[config.mk]
export PLATFORM = sky130hd
export DESIGN_NAME = mm_sequencer
export DESIGN_NICKNAME = d
export VERILOG_FILES = /design/src/rtl/mm_sequencer.sv
export SDC_FILE = /design/constraint.sdc
export NUM_CORES = 1
export LEC_CHECK = 0
export CAP_MARGIN = 20
export CORE_MARGIN = 2
export CORE_UTILIZATION = 40
export CTS_CLUSTER_SIZE = 10
export DETAILED_ROUTE_END_ITERATION = 6
export REMOVE_ABC_BUFFERS = 1
export SYNTH_ARGS = -nofsm -noshare
export SYNTH_HDL_FRONTEND = slang
export SYNTH_SLANG_ARGS = --single-unit
[constraint.sdc]
create_clock -name clk -period 3.3 [get_ports clk]
set_clock_uncertainty 0.2 [all_clocks]
set_input_delay 0.825 -clock clk [delete_from_list [all_inputs] [get_ports clk]]
set_output_delay 0.825 -clock clk [all_outputs]
set_load 0.02 [all_outputs]
[src/rtl/mm_sequencer.sv]
// mm_sequencer: operand/result sequencer for an N x N systolic array.
//   Loads N A-rows then N W-rows over a valid/ready stream, starts the
//   array, feeds diagonally skewed operand lanes for 2N-1 beats, waits
//   (bounded by TIMEOUT) for the array to finish, captures N result rows
//   and streams them out with a last marker.
// Ports:
//   clk, rst                    clock, synchronous active-high reset
//   ld_valid/ld_ready/ld_data   operand load stream, one 8N-bit row per beat
//   arr_start                   one-cycle start pulse to the array
//   arr_ready, arr_done         array idle level / completion pulse
//   arr_a, arr_w                skewed operand lanes (8 bits per lane)
//   arr_y                       result row from the array
//   res_valid/res_ready/res_data/res_last  result stream
//   busy, err                   not-idle status / sticky timeout flag
module mm_sequencer #(
    parameter int unsigned N       = 4,
    parameter int unsigned TIMEOUT = 64
) (
    input  logic             clk,
    input  logic             rst,
    input  logic             ld_valid,
    output logic             ld_ready,
    input  logic [8*N-1:0]   ld_data,
    output logic             arr_start,
    input  logic             arr_ready,
    input  logic             arr_done,
    output logic [8*N-1:0]   arr_a,
    output logic [8*N-1:0]   arr_w,
    input  logic [8*N-1:0]   arr_y,
    output logic             res_valid,
    input  logic             res_ready,
    output logic [8*N-1:0]   res_data,
    output logic             res_last,
    output logic             busy,
    output logic             err
);

    localparam int unsigned LW = $clog2(2 * N);
    localparam int unsigned RW = (N > 1) ? $clog2(N) : 1;
    localparam int unsigned TW = $clog2(TIMEOUT + 1);

    typedef enum logic [2:0] {
        IDLE, LOAD, ISSUE, FEED, WAIT, CAPTURE, DRAIN
    } state_t;

    state_t state, state_next;

    logic [LW-1:0] ld_cnt;
    logic [LW-1:0] feed_cnt;
    logic [TW-1:0] wait_cnt;
    logic [RW-1:0] cap_cnt;
    logic [RW-1:0] row_idx;
    logic [RW-1:0] ld_row;

    logic [7:0]     a_mem [N][N];
    logic [7:0]     w_mem [N][N];
    logic [8*N-1:0] y_mem [N];

    logic ld_fire, ld_last, feed_last, wait_expire, cap_last, res_fire, row_last;

    always_comb begin
        ld_ready    = (state == IDLE) || (state == LOAD);
        ld_fire     = ld_valid && ld_ready;
        ld_last     = (ld_cnt == LW'(2 * N - 1));
        ld_row      = (ld_cnt < LW'(N)) ? RW'(ld_cnt) : RW'(ld_cnt - LW'(N));
        feed_last   = (feed_cnt == LW'(2 * N - 2));
        wait_expire = (wait_cnt == TW'(TIMEOUT - 1));
        cap_last    = (cap_cnt == RW'(N - 1));
        res_valid   = (state == DRAIN);
        row_last    = (row_idx == RW'(N - 1));
        res_fire    = res_valid && res_ready;
        res_last    = res_valid && row_last;
        res_data    = res_valid ? y_mem[row_idx] : '0;
        arr_start   = (state == ISSUE) && arr_ready;
        busy        = (state != IDLE);
    end

    // Lane i sees element (t - i) of its row/column, zero outside the diagonal band.
    always_comb begin
        arr_a = '0;
        arr_w = '0;
        if (state == FEED) begin
            for (int unsigned i = 0; i < N; i++) begin
                if ((32'(feed_cnt) >= i) && (32'(feed_cnt) - i < N)) begin
                    arr_a[8*i +: 8] = a_mem[RW'(i)][RW'(32'(feed_cnt) - i)];
                    arr_w[8*i +: 8] = w_mem[RW'(32'(feed_cnt) - i)][RW'(i)];
                end
            end
        end
    end

    always_comb begin
        state_next = state;
        case (state)
            IDLE:    if (ld_fire) state_next = ld_last ? ISSUE : LOAD;
            LOAD:    if (ld_fire && ld_last) state_next = ISSUE;
            ISSUE:   if (arr_ready) state_next = FEED;
            FEED:    if (feed_last) state_next = WAIT;
            // done is tested before expiry so a done on the final WAIT cycle wins
            WAIT: begin
                if (arr_done)         state_next = (N == 1) ? DRAIN : CAPTURE;
                else if (wait_expire) state_next = IDLE;
            end
            CAPTURE: if (cap_last) state_next = DRAIN;
            DRAIN:   if (res_fire && row_last) state_next = IDLE;
            default: state_next = IDLE;
        endcase
    end

    always_ff @(posedge clk) begin
        if (rst) state <= IDLE;
        else     state <= state_next;
    end

    always_ff @(posedge clk) begin
        if (rst) begin
            ld_cnt   <= '0;
            feed_cnt <= '0;
            wait_cnt <= '0;
            cap_cnt  <= '0;
            row_idx  <= '0;
            err      <= 1'b0;
        end else begin
            if (ld_fire)
                ld_cnt <= ld_last ? '0 : ld_cnt + LW'(1);
            if (state == FEED)
                feed_cnt <= feed_last ? '0 : feed_cnt + LW'(1);
            wait_cnt <= (state == WAIT) ? wait_cnt + TW'(1) : '0;
            if (state == WAIT && arr_done)
                cap_cnt <= RW'(1);
            else if (state == CAPTURE)
                cap_cnt <= cap_cnt + RW'(1);
            if (res_fire)
                row_idx <= row_last ? '0 : row_idx + RW'(1);
            if (state == WAIT && !arr_done && wait_expire)
                err <= 1'b1;
            else if (ld_fire)
                err <= 1'b0;
        end
    end

    // Operand and result storage is never reset; validity is tracked by the FSM.
    always_ff @(posedge clk) begin
        if (ld_fire) begin
            for (int unsigned k = 0; k < N; k++) begin
                if (ld_cnt < LW'(N)) a_mem[ld_row][RW'(k)] <= ld_data[8*k +: 8];
                else                 w_mem[ld_row][RW'(k)] <= ld_data[8*k +: 8];
            end
        end
        if (state == WAIT && arr_done)
            y_mem[0] <= arr_y;
        else if (state == CAPTURE)
            y_mem[cap_cnt] <= arr_y;
    end

endmodule

==> results.md, run 1 <==
## Timing
- **post-route minimum period** 3.43 ns
- **final setup TNS** -1.86 ns
- **unrepaired setup endpoints after global routing** true
- **Period Utilization, post-route** 1.04
- **count of endpoints failing setup in the final report** 26
- **final hold violations** 0
- **Slew @ Worst Pin** 0.523 ns
- **tightest hold margin** 0.248 ns
- **Max Transition Viols Final** 0
- **highest attainable clock frequency** 291 MHz
- **worst setup slack after layout** -0.131 ns
- **Max transition margin** 0.651

## Status
- **failing checks** negative setup slack
- **outcome** finished, violations left

## Global route
- **aggregate global routing overflow** 0
- **global-route wire length before repair** 53500 µm
- **antenna violations before repair** 0
- **number of global-route vias before repair** 8575
- **overall fraction of global-route tracks in use** 0.175
- **largest net degree at the start of global routing** 37

## Power and ir drop
- **Final Power** 10.8 mW
- **worst vdd rail ir drop** 0.416 mV
- **PwrDens** 533 nW/µm²
- **LEAKAGE** 6.95 nW

## Drt
- **starting DRC count in detailed routing** 451
- **Routed WL per cell** 22.9 µm
- **total iterations of the first detailed-routing run** 5
- **vias post-DR** 8247
- **count of antenna-violating nets left after detailed routing** 0
- **number of DRC violations after detailed routing** 0
- **wire length reported by the detailed router** 36300 µm
- **post-DR vias/cell** 5.20

## Yosys
- **synthesized area divided by synthesized cell count** 20.2 µm²
- **simple-gate share of the synthesized area** 0.0648
- **asr flop ratio synth** 0
- **Post-synth EDFFs** 384
- **share of the yosys chip area belonging to registers** 0.758
- **number of warnings printed during yosys synthesis** 0
- **distinct cell type count after synthesis** 40
- **commonest cells in the synthesized netlist** sky130_fd_sc_hd__edfxtp_1 (384), sky130_fd_sc_hd__mux4_2 (96), sky130_fd_sc_hd__and2_1 (39), sky130_fd_sc_hd__and3_1 (37), sky130_fd_sc_hd__nor2b_1 (32)
- **cell accounting for the most synthesized area** sky130_fd_sc_hd__edfxtp_1
- **fraction of the mapped netlist area in compound gates** 0.0110
- **cell area after synthesis** 15900 µm²
- **Synth Area in Adders** 0.0142
- **post-synthesis mux area share** 0.137
- **combinational family with the most area after synthesis** multiplexers
- **Main synth FF type** sky130_fd_sc_hd__edfxtp_1
- **area share of the largest cell type after synthesis** 0.726
- **post-synthesis cell count** 786
- **biggest area contributors in the synthesized netlist** sky130_fd_sc_hd__edfxtp_1 (73%), sky130_fd_sc_hd__mux4_2 (14%), sky130_fd_sc_hd__dfxtp_1 (3.2%)
- **most instantiated library cell after synthesis** sky130_fd_sc_hd__edfxtp_1
- **post-synthesis share of cell area spent on xor and xnor gates** 0.00165
- **flop and latch count out of synthesis** 409

## Final layout
- **Fill cells** 3151
- **Layout Area Growth over Synthesis** 28.2%
- **post-route non-filler standard cell count** 1585
- **summed area of non-filler cells in the final layout** 20400 µm²
- **NumNets Final** 1125
- **end-of-flow core utilization** 0.523
- **antenna cells** 0
- **ratio of cells with drive above 1 in the final layout** 0.296

## Clocking
- **clock network latency to the later pin of the worst-skew pair** 0.57 ns
- **number of hold buffers added after CTS** 0
- **count of H-tree levels built during CTS** 2
- **maximum root-to-sink buffer count** 3
- **number of buffers created by CTS** 47
- **CTS tree** done
- **clock tree sinks** 409
- **clock-pin slew reported for the worst setup and hold paths after clock tree synthesis** 0.06 ns
- **master cell of the clock root buffer** sky130_fd_sc_hd__clkbuf_16

## Place
- **placed standard-cell area** 18600 µm²
- **cell total after placement** 1480
- **DP Wirelength** 21400 µm
- **routability cong.** 0.701
- **I/O Buffers** 171
- **pre-CTS setup slack** -0.0694 ns

## Critical path
- **category of the most critical setup path** reg -> out
- **worst endpoint data arrival time** 2.41 ns
- **critical path data required time** 2.27 ns
- **Critical Path Sink Type** output pin
- **cell-by-cell trace of the critical path** ha_4, inv_4, ha_4, or4b_4, buf_12, nor2b_1, buf_4
- **slowest CP cell** sky130_fd_sc_hd__or4b_4
- **maximum fanout along the worst path** 7
- **biggest cell delay along the critical path** 0.53 ns
- **library cell appearing most often on the critical path** sky130_fd_sc_hd__ha_4
- **Buffers & Inverters on Critical Path** 3
- **kind of cell adding the most delay to the critical path** simple AND/OR/NAND/NOR gates
- **crit path launch type** flip-flop

## Die
- **DIE HEIGHT** 203 µm
- **DIE AREA** 41300 µm²
- **floorplan row count** 72
- **Die Width** 203 µm
- **I/O pin count** 172
- **Placeable Area** 38900 µm²
- **starting density of the core** 0.408

## Hold path
- **worst min-delay path category** reg -> reg

## Run
- **number of max-capacitance violations reported** 0

area by class of cell:
cell class                 instances  area, µm²  share of cell area
clock buffer                      75       1290              0.0634
tap                              518        648              0.0318
timing repair buffer             243       2520               0.124
sequential                       409      12000               0.592
clock inverter                     4       40.0             0.00197
inverter                          10       40.0             0.00197
multi-input combinational        326       3770               0.185
layout by cell type (no fill, tap or decap), drive strengths merged, types with 2 or more instances in the layout:
cell,count
edfxtp,384
buf,114
mux4,96
clkbuf,82
clkdlybuf4s50,74
dlygate4sd2,44
and2,39
and3,37
nor2b,32
dfxtp,25
nor2,23
nand2,18
ha,18
a21oi,17
inv,12
nand3,9
o21ai,7
nor3,5
or3,4
clkdlybuf4s15,4
and3b,2
or2b,2
xor2,2
nor4b,2
metal layers:
| layer | routed length [µm] | GRT usage | share of wire | up-vias |
|---|---|---|---|---|
| met5 | 0 | 0 | 0 | - |
| li1 | - | - | - | 3665 |
| met2 | 17900 | 0.285 | 0.49 | 227 |
| met4 | 663 | 0.0459 | 0.018 | 0 |
| met1 | 15700 | 0.241 | 0.43 | 4308 |
| met3 | 2050 | 0.0342 | 0.057 | 47 |
cell families (layout without fill, tap and decap cells):
| kind of cell | Yosys count | after routing |
|---|---|---|
| AOI/OAI and AO/OA | 30 | 30 |
| xor gates and xnor gates | 3 | 3 |
| adders and majority gates | 18 | 18 |
| buffers and inverters | 51 | 332 |
| DFF | 409 | 409 |
| muxes | 97 | 97 |
| and+or+nand+nor | 178 | 178 |
worst reg2reg max path, delay by kind of cell (launching register included):
| family | cells | cell delay [ns] |
|---|---|---|
| adder cells (fa/ha/maj) | 2 | 0.47 |
| flip-flops | 1 | 0.40 |
| AO/OA/AOI/OAI | 3 | 0.55 |
| AND/OR/NAND/NOR | 2 | 0.65 |
sequential cells by signal, summed over array words and instances (netlist names), named ones only:
name      count
cap_cnt       2
w_mem       128
ld_cnt        3
wait_cnt      7
a_mem       128
err           1
row_idx       2
y_mem       128
feed_cnt      3
state         3
report_power, final:
group          total (mW)  switching, mW  leakage, nW  internal [mW]
Clock                4.59           1.92        0.634           2.66
Sequential           5.80         0.0226         3.68           5.77
Combinational       0.463          0.241         2.64          0.222
what timing repair did:
item | 4_1_cts | 5_1_grt
cloned | 4 | 4
buffers inserted | 7 | 12
endpoints found under the setup margin | 96 | 51
pin swaps | 1 | 4
gates resized for setup | 282 | 69
path summary, 6_finish.rpt:
kind                            start                     end  slack (ns)  cells after the start
max          feed_cnt[0]$_SDFFE_PP0P_               arr_a[28]       -0.13                      7
min            wait_cnt[0]$_SDFF_PP0_  wait_cnt[0]$_SDFF_PP0_        0.25                      1
max reg2reg    ld_cnt[0]$_SDFFE_PP0N_   state[0]$_SDFFE_PP0P_        0.95                      7
min reg2reg    wait_cnt[0]$_SDFF_PP0_  wait_cnt[0]$_SDFF_PP0_        0.25                      1
No activity file was read; power rests on OpenSTA's default activity.
==> inputs of run 2 (changes only) <==
--- a/config.mk
+++ b/config.mk
@@ -7,7 +7,7 @@
 export LEC_CHECK = 0
 export CAP_MARGIN = 20
 export CORE_MARGIN = 2
-export CORE_UTILIZATION = 40
+export CORE_UTILIZATION = 31
 export CTS_CLUSTER_SIZE = 10
 export DETAILED_ROUTE_END_ITERATION = 6
 export REMOVE_ABC_BUFFERS = 1
==> results.md, run 2 (synthesis gave the netlist of run 1 again) <==
## Final layout
- **Layout Area Growth over Synthesis** 32.2%, was 28.2%
- **largest registers** a_mem x128, w_mem x128, y_mem x128, unchanged
- **Fill cells** 4444, was 3151
- **area of the multi-input gates** 3870 µm², was 3770 µm²
- **NumNets Final** 1143, was 1125
- **antenna cells** 0, unchanged
- **summed area of non-filler cells in the final layout** 21000 µm², was 20400 µm²
- **register area** 12000 µm², about the same
- **most frequent standard cell in the layout excluding fill and tap cells** sky130_fd_sc_hd__edfxtp_1, unchanged
- **commonest non-fill, non-tap cells in the layout** sky130_fd_sc_hd__edfxtp_1 (384), sky130_fd_sc_hd__mux4_2 (96), sky130_fd_sc_hd__clkdlybuf4s50_1 (74), sky130_fd_sc_hd__clkbuf_16 (53), sky130_fd_sc_hd__buf_4 (50), was sky130_fd_sc_hd__edfxtp_1 (384), sky130_fd_sc_hd__mux4_2 (96), sky130_fd_sc_hd__clkdlybuf4s50_1 (74), sky130_fd_sc_hd__buf_4 (54), sky130_fd_sc_hd__clkbuf_16 (51)
- **ratio of cells with drive above 1 in the final layout** 0.328, was 0.296

## Timing
- **highest attainable clock frequency** 291 MHz, about the same
- **post-route minimum period** 3.44 ns, was 3.43 ns
- **Slew @ Worst Pin** 0.547 ns, was 0.523 ns
- **count of endpoints failing setup in the final report** 24, was 26
- **tightest hold margin** 0.254 ns, was 0.248 ns
- **final setup TNS** -1.84 ns, was -1.86 ns
- **unrepaired setup endpoints after global routing** true, unchanged
- **final hold violations** 0, unchanged
- **worst setup slack after layout** -0.140 ns, was -0.131 ns
- **Max Transition Viols Final** 0, unchanged
- **Max transition margin** 0.636, was 0.651
- **Period Utilization, post-route** 1.04, about the same

## Place
- **pre-CTS setup slack** -0.124 ns, was -0.0694 ns
- **routability cong.** 0.741, was 0.701
- **placed standard-cell area** 18800 µm², was 18600 µm²
- **I/O Buffers** 171, unchanged
- **DP Wirelength** 21700 µm, was 21400 µm

## Drt
- **vias post-DR** 8252, was 8247
- **starting DRC count in detailed routing** 477, was 451
- **total iterations of the first detailed-routing run** 5, unchanged
- **number of DRC violations after detailed routing** 0, unchanged
- **wire length reported by the detailed router** 37000 µm, was 36300 µm
- **count of antenna-violating nets left after detailed routing** 0, unchanged
- **post-DR vias/cell** 4.73, was 5.20
- **Routed WL per cell** 21.2 µm, was 22.9 µm

## Die
- **DIE HEIGHT** 230 µm, was 203 µm
- **Die Width** 230 µm, was 203 µm
- **Placeable Area** 50400 µm², was 38900 µm²
- **floorplan row count** 82, was 72
- **I/O pin count** 172, unchanged
- **DIE AREA** 53100 µm², was 41300 µm²
- **starting density of the core** 0.315, was 0.408

## Global route
- **number of global-route vias before repair** 8814, was 8575
- **global-route wire length before repair** 54500 µm, was 53500 µm
- **largest net degree at the start of global routing** 37, unchanged
- **overall fraction of global-route tracks in use** 0.137, was 0.175
- **antenna violations before repair** 1, was 0
- **aggregate global routing overflow** 0, unchanged

## Critical path
- **Buffers & Inverters on Critical Path** 3, unchanged
- **Critical R2R Launch** ld_cnt[0]$_SDFFE_PP0N_, unchanged
- **category of the most critical setup path** reg -> out, unchanged
- **slowest CP cell** sky130_fd_sc_hd__or4b_4, unchanged
- **Critical Path Sink Type** output pin, unchanged
- **crit path launch type** flip-flop, unchanged
- **Worst setup startpoint** feed_cnt[1]$_SDFFE_PP0P_, was feed_cnt[0]$_SDFFE_PP0P_
- **maximum fanout along the worst path** 5, was 7
- **critical path data required time** 2.27 ns, about the same
- **library cell appearing most often on the critical path** sky130_fd_sc_hd__ha_4, unchanged
- **kind of cell adding the most delay to the critical path** simple AND/OR/NAND/NOR gates, unchanged
- **cell-by-cell trace of the critical path** ha_4, inv_2, ha_4, or4b_4, clkbuf_16, nor2b_2, buf_6, was ha_4, inv_4, ha_4, or4b_4, buf_12, nor2b_1, buf_4
- **worst endpoint data arrival time** 2.42 ns, was 2.41 ns
- **biggest cell delay along the critical path** 0.54 ns, was 0.53 ns

## Hold path
- **worst min-delay path category** reg -> reg, unchanged
- **start point of the worst hold path** wait_cnt[0]$_SDFF_PP0_, unchanged

## Power and ir drop
- **worst vdd rail ir drop** 0.389 mV, was 0.416 mV
- **LEAKAGE** 7.11 nW, was 6.95 nW
- **PwrDens** 523 nW/µm², was 533 nW/µm²
- **Final Power** 11.0 mW, was 10.8 mW

## Clocking
- **number of hold buffers added after CTS** 0, unchanged
- **master cell of the clock root buffer** sky130_fd_sc_hd__clkbuf_16, unchanged
- **clock-pin slew reported for the worst setup and hold paths after clock tree synthesis** 0.05 ns, was 0.06 ns
- **maximum root-to-sink buffer count** 3, unchanged
- **clock network latency to the later pin of the worst-skew pair** 0.60 ns, was 0.57 ns
- **clock tree sinks** 409, unchanged
- **count of H-tree levels built during CTS** 2, unchanged
- **number of buffers created by CTS** 48, was 47
- **CTS tree** done, unchanged

## Run
- **number of max-capacitance violations reported** 0, unchanged

## Status
- **outcome** finished, violations left, unchanged
- **failing checks** negative setup slack, unchanged

run 2: changes by cell type in the layout (fill, tap and decap cells not counted), sizes merged:
cell           delta
buf              +24
bufinv            +1
clkbuf           -14
clkdlybuf4s15     +5
clkinv            +2
dlygate4sd2      -12
inv               -1
run 2: per-layer routing:
layer / GRT usage / share of wire / vias to the layer above
li1: - / - / 3682
met1: 0.173 / 0.42 / 4298
met2: 0.234 / 0.50 / 213
met3: 0.0275 / 0.050 / 57
met4: 0.0490 / 0.026 / 2
met5: 0 / 0.00027 / -
run 2: final timing paths:
| check | cells after the start | to | slack (ns) |
|---|---|---|---|
| setup / recovery | 7 | arr_w[29] | -0.14 |
| hold / removal | 1 | wait_cnt[0]$_SDFF_PP0_ | 0.25 |
| setup reg to reg | 7 | state[0]$_SDFFE_PP0P_ | 0.99 |
| hold reg to reg | 1 | wait_cnt[0]$_SDFF_PP0_ | 0.25 |
run 2: final cells by class:
cell class                 count  area share
tap                          672      0.0401
clock inverter                 6     0.00584
clock buffer                  61      0.0595
timing repair buffer         260       0.134
multi-input combinational    326       0.184
sequential                   409       0.574
inverter                      10     0.00179
run 2: what timing repair did:
action,4_1_cts,5_1_grt
resized for setup,329,79
pin swaps,3,4
setup buffers,23,13
cloned,5,5
endpoints found under the setup margin,97,48
run 2: metrics by stage:
stage | std cells | util
2_1_floorplan | 745 | -
3_3_place_gp | 1631 | 0.374
3_5_place_dp | 1631 | 0.374
4_1_cts | 1726 | 0.407
5_1_grt | 1744 | 0.417
6_report | 1744 | 0.417
run 2: where the power goes:
group | switching, mW | internal (mW)
Sequential | 0.0219 | 5.77
Combinational | 0.248 | 0.242
Clock | 1.97 | 2.73
Total | 2.24 | 8.75
==> inputs of run 3 (changes only) <==
--- a/config.mk
+++ b/config.mk
@@ -5,6 +5,7 @@
 export SDC_FILE = /design/constraint.sdc
 export NUM_CORES = 1
 export LEC_CHECK = 0
+export ABC_CLOCK_PERIOD_IN_PS = 3300
 export CAP_MARGIN = 20
 export CORE_MARGIN = 2
 export CORE_UTILIZATION = 31
==> results of run 3 <==
The final DEF is identical to that of run 2; final timing and power are the same.
